<file path="config.mk">
export PLATFORM = sky130hd
export DESIGN_NAME = mem_access_unit
export DESIGN_NICKNAME = d
export VERILOG_FILES = /design/src/rtl/mem_access_unit.sv
export SDC_FILE = /design/constraint.sdc
export NUM_CORES = 1
export LEC_CHECK = 0
export CAP_MARGIN = 20
export CORE_MARGIN = 4
export CORE_UTILIZATION = 44
export CTS_BUF_LIST = sky130_fd_sc_hd__clkbuf_16
export CTS_CLUSTER_DIAMETER = 30
export DETAILED_ROUTE_END_ITERATION = 8
export PLACE_DENSITY = 0.83
export SYNTH_ARGS = -nofsm -noshare
export SYNTH_HDL_FRONTEND = slang
export SYNTH_SLANG_ARGS = --single-unit
</file>
<file path="constraint.sdc">
create_clock -name clk -period 6.2 [get_ports clk]
set_input_delay 1.24 -clock clk [delete_from_list [all_inputs] [get_ports clk]]
set_output_delay 1.24 -clock clk [all_outputs]
set_load 0.01 [all_outputs]
</file>
<file path="src/rtl/mem_access_unit.sv">
// mem_access_unit: byte-addressed load/store front end for a word-wide data
// memory without byte enables. Loads are extracted and extended from the
// read word; sub-word stores are done as read-modify-write. Misaligned,
// out-of-range and illegal-size requests complete with an error and no
// memory traffic. Byte order is big-endian (offset 0 = bits [31:24]).
module mem_access_unit #(
    parameter int unsigned DATA_MEM_SIZE = 4000
) (
    input  logic        clk,
    input  logic        reset,
    input  logic        req_valid,
    output logic        req_ready,
    input  logic        req_write,
    input  logic [1:0]  req_size,
    input  logic        req_signed,
    input  logic [31:0] req_addr,
    input  logic [31:0] req_wdata,
    output logic        resp_valid,
    output logic [31:0] resp_rdata,
    output logic        resp_error,
    output logic        stall,
    output logic [31:0] mem_address,
    output logic [31:0] mem_data_in,
    output logic        mem_read,
    output logic        mem_write,
    input  logic [31:0] mem_data_out
);

    typedef enum logic [2:0] {IDLE, RD, RMW_RD, WR, RESP} state_t;

    state_t      state, state_nxt;
    logic [1:0]  size_r;
    logic [1:0]  off_r;
    logic        signed_r;
    logic [15:0] wdata_r;
    logic        accept;
    logic        acc_err;

    // Pick the addressed byte/halfword out of a big-endian word and extend it.
    function automatic logic [31:0] extract_load(input logic [31:0] word,
                                                 input logic [1:0]  size,
                                                 input logic [1:0]  off,
                                                 input logic        sgn);
        logic [7:0]  b;
        logic [15:0] h;
        case (off)
            2'd0:    b = word[31:24];
            2'd1:    b = word[23:16];
            2'd2:    b = word[15:8];
            default: b = word[7:0];
        endcase
        h = off[1] ? word[15:0] : word[31:16];
        case (size)
            2'b00:   return {{24{sgn & b[7]}}, b};
            2'b01:   return {{16{sgn & h[15]}}, h};
            default: return word;
        endcase
    endfunction

    // Overlay the low byte/halfword of the store data onto the selected lane.
    function automatic logic [31:0] merge_store(input logic [31:0] word,
                                                input logic [15:0] wdata,
                                                input logic [1:0]  size,
                                                input logic [1:0]  off);
        logic [31:0] m;
        m = word;
        if (size == 2'b00) begin
            case (off)
                2'd0:    m[31:24] = wdata[7:0];
                2'd1:    m[23:16] = wdata[7:0];
                2'd2:    m[15:8]  = wdata[7:0];
                default: m[7:0]   = wdata[7:0];
            endcase
        end else if (size == 2'b01) begin
            if (off[1]) m[15:0]  = wdata;
            else        m[31:16] = wdata;
        end
        return m;
    endfunction

    // A held request is taken in IDLE, or on the edge leaving RESP so that
    // back-to-back requests do not lose a cycle.
    assign accept = req_valid && (state == IDLE || state == RESP);

    // Error classification of the request currently on the inputs.
    always_comb begin
        acc_err = 1'b0;
        if (req_size == 2'b11)                            acc_err = 1'b1;
        if (req_size == 2'b01 && req_addr[0])             acc_err = 1'b1;
        if (req_size == 2'b10 && req_addr[1:0] != 2'b00)  acc_err = 1'b1;
        if ({2'b00, req_addr[31:2]} >= DATA_MEM_SIZE)     acc_err = 1'b1;
    end

    // State register; reset abandons any in-flight access.
    always_ff @(posedge clk) begin
        if (reset) state <= IDLE;
        else       state <= state_nxt;
    end

    // Next-state decode.
    always_comb begin
        state_nxt = state;
        case (state)
            IDLE, RESP: begin
                state_nxt = IDLE;
                if (accept) begin
                    if (acc_err)                state_nxt = RESP;
                    else if (!req_write)        state_nxt = RD;
                    else if (req_size == 2'b10) state_nxt = WR;
                    else                        state_nxt = RMW_RD;
                end
            end
            RD:      state_nxt = RESP;
            RMW_RD:  state_nxt = WR;
            WR:      state_nxt = RESP;
            default: state_nxt = IDLE;
        endcase
    end

    // Strobes and handshakes decoded purely from the registered state.
    always_comb begin
        req_ready  = 1'b0;
        resp_valid = 1'b0;
        mem_read   = 1'b0;
        mem_write  = 1'b0;
        case (state)
            IDLE:        req_ready  = 1'b1;
            RD, RMW_RD:  mem_read   = 1'b1;
            WR:          mem_write  = 1'b1;
            RESP:        resp_valid = 1'b1;
            default:     req_ready  = 1'b0;
        endcase
    end

    assign stall = ~req_ready;

    // Request capture, load result, RMW merge and response data.
    always_ff @(posedge clk) begin
        if (reset) begin
            mem_address <= '0;
            mem_data_in <= '0;
            resp_rdata  <= '0;
            resp_error  <= 1'b0;
        end else begin
            if (accept) begin
                mem_address <= {2'b00, req_addr[31:2]};
                mem_data_in <= req_wdata;
                wdata_r     <= req_wdata[15:0];
                size_r      <= req_size;
                off_r       <= req_addr[1:0];
                signed_r    <= req_signed;
                if (acc_err) begin
                    resp_rdata <= '0;
                    resp_error <= 1'b1;
                end
            end
            case (state)
                RD: begin
                    resp_rdata <= extract_load(mem_data_out, size_r, off_r, signed_r);
                    resp_error <= 1'b0;
                end
                RMW_RD: mem_data_in <= merge_store(mem_data_out, wdata_r, size_r, off_r);
                WR: begin
                    resp_rdata <= '0;
                    resp_error <= 1'b0;
                end
                default: ;
            endcase
        end
    end

endmodule

</file>
==> summary.txt <==
setup TNS: 0 ps
EDFF count, synth: 21
DRT antenna net count: 0
CTS Hold Buffers Added: 0
Clk Latency, worst-skew pair: 420 ps
DP Worst Slack: 2610 ps
first-pass GRT wire length: 30600 um
Mapped Area: 5990 sq um
run status: completed
H-Tree Depth: 4
async set-reset flop share out of synthesis: 0%
setup violators final: 0
layout cells sized above 1: 11.9%
crit path kind: reg -> out
CTS tree: yes
MaxCap Viol Count: 0
RD Place Congestion: 0.870
post-synthesis simple-gate area fraction: 18.7%
crit end category: primary output
Post-Synth Adder-Cell Area: 0%
Routed WL per cell: 19.4 um
diodes inserted: 0
Tot Pwr: 2160 uW
total CTS buffers: 17
initial DRC count: 570
total track usage: 24.8%
Worst Path Required: 4960 ps
Root Buffer: clkbuf_16
Final Hold Slack: 451 ps
largest family of logic cells by synthesized area: compound AO/OA/AOI/OAI gates
input/output buffers: 202
leakage: 0.00301 uW
total core area: 13300 sq um
Least-Margin Pin Slew: 970 ps
area delta synth->final: 43.2%
register area share after synthesis: 43.3%
normalized max-slew margin: 35.2%
post-synthesis mux area share: 4.72%
Hold Path Class: reg -> reg
clock-pin slew on the worst setup and hold paths: 50 ps
Initial Util: 45.1%
# fillers: 1048
Die Ht: 125 um
VDD IR-drop max: 0.222 mV
final hold violations: 0
via count: 5737
Fmax: 0.305 GHz
Worst Skew: 5.81 ps
vias per std cell: 5.66
register bit total from synthesis: 119
Die Area: 15500 sq um
DRC Markers: 0
part of the cycle the worst path needs: 52.9%
clock period minus worst slack: 3280 ps
Cells after Synth: 654
First-pass DRT Iterations: 5
fin nets: 927
Slew Limit Fails: 0
Synth Area in Compound Gates: 27.0%
CP Launch Type: flip-flop
WP data arrival: 2040 ps
pin count of the biggest net entering global routing: 47
GRT overflow: 0
Chip Width: 125 um
CTS Buffer Depth: 2
count of cell types in the netlist: 51
YS warnings: 0
antenna violations before repair: 0
clk sink count: 119
final WL: 19600 um
Avg Inst Size Synth: 9.16 sq um
Setup Buffers After CTS: 0
RSZ-0062 raised after global routing: false
Top-Level Pins: 205
xor and xnor area share after synthesis: 0.146%
Final Non-Filler Cells: 1013
Worst Slack Setup Final: 2920 ps
vias in the first global route: 5584
critical-path maximum fanout: 8
# rows: 42
DP HPWL: 14100 um
PwrDens: 252 nW/um^2
top_reg_cell synth: dfxtp_1
Resize count post-CTS: 0
Placed Instances: 981
-- cells by family after synthesis --
group | count (synthesis)
and+or+nand+nor | 235
other | 1
AOI/OAI and AO/OA | 203
xor gates and xnor gates | 1
DFF | 119
buffers and inverters | 68
muxes | 27
-- worst max-delay path: stages, from the launching register on --
cell and delay [ps]:
dfxtp_1 500, nor2b_1 390, and2_1 180, clkdlybuf4s50_1 550
-- stage by stage --
step | util [%] | cell area (sq um)
2_1_floorplan | - | 6000
5_1_grt | 64.5 | 8580
6_report | 64.5 | 8580
4_1_cts | 64.5 | 8580
3_5_place_dp | 60.0 | 7970
3_3_place_gp | 60.0 | 7970
-- cells in the mapped netlist (all sizes together), types with 3 or more instances --
master  instances  area, sq um
and3           24          150
or4b            8         80.1
dfxtp          98         1960
a22o            7         61.3
o22a            9         78.8
o21a            4         30.0
edfxtp         21          631
and2            3         18.8
o21ai          27          165
clkbuf         24         90.1
a21oi          43          219
or3             3         18.8
a31oi           8         65.1
nand2         156          593
a221oi         15          131
nor4            3         18.8
nor3b           4         41.3
buf            39          257
mux2i          26          260
inv             5         18.8
a211oi         22          205
o22ai          40          432
a21boi          8         60.1
a22oi          17          133
nor3            6         52.6
nor2           17         63.8
-- cell usage in the layout, fill, tap and decap left out, types with 4 or more instances in the layout --
cell type	Yosys	final
a211oi_1	14	14
a211oi_2	8	8
a21boi_1	7	7
a21oi_1	42	42
a221oi_1	15	15
a22o_1	7	7
a22oi_1	16	16
a31oi_1	7	7
and3_1	24	24
buf_4	6	11
bufinv_16	0	4
clkbuf_16	0	17
clkdlybuf4s50_1	0	201
clkinv_2	0	5
dfxtp_1	98	98
edfxtp_1	21	21
inv_1	5	5
mux2i_1	26	26
nand2_1	155	155
nor2_1	17	16
nor3_1	4	4
o21a_1	4	4
o21ai_0	19	19
o21ai_2	8	8
o22a_1	9	9
o22ai_1	11	11
o22ai_2	29	29
or4b_1	8	8
-- cell type report --
class	count	area [sq um]	share of cell area [%]
well taps	176	220	2.57
multi-input cells	468	3040	35.4
repair buffers	213	2100	24.5
clock buffers	17	425	4.96
flip-flops and latches	119	2590	30.2
clock inverters	15	184	2.14
inverters	5	18.8	0.219
-- routing by layer --
layer / global-route usage [%] / part of all wire (%) / vias up
li1: - / - / 2723
met1: 31.1 / 40 / 2673
met2: 38.5 / 46 / 298
met3: 9.69 / 11 / 43
met4: 9.41 / 2.6 / 0
met5: 0 / 0 / -
-- power breakdown --
group          switching, uW  total [uW]  internal [uW]  leakage [uW]
clock network            352        1020            665      0.000294
logic                    153         308            155       0.00171
registers               20.3         838            818      0.000999
total                    525        2160           1640       0.00301
-- flip-flops by register name, summed over array words and instances, names as in the netlist --
signal       cells
mem_address     30
mem_data_in     32
off_r            2
resp_error       1
resp_rdata      32
signed_r         1
size_r           2
state            3
wdata_r         16
-- path summary, 6_finish.rpt --
path                            depth (start not counted)  slack [ps]            start               to
worst max-delay path                                    3        2920         state[0]        mem_write
worst min-delay path                                    2         450  mem_address[22]  mem_address[22]
worst max register to register                          4        3720        size_r[0]  mem_data_in[16]
worst min register to register                          2         450  mem_address[22]  mem_address[22]
Power figures use the tool's default switching activity.
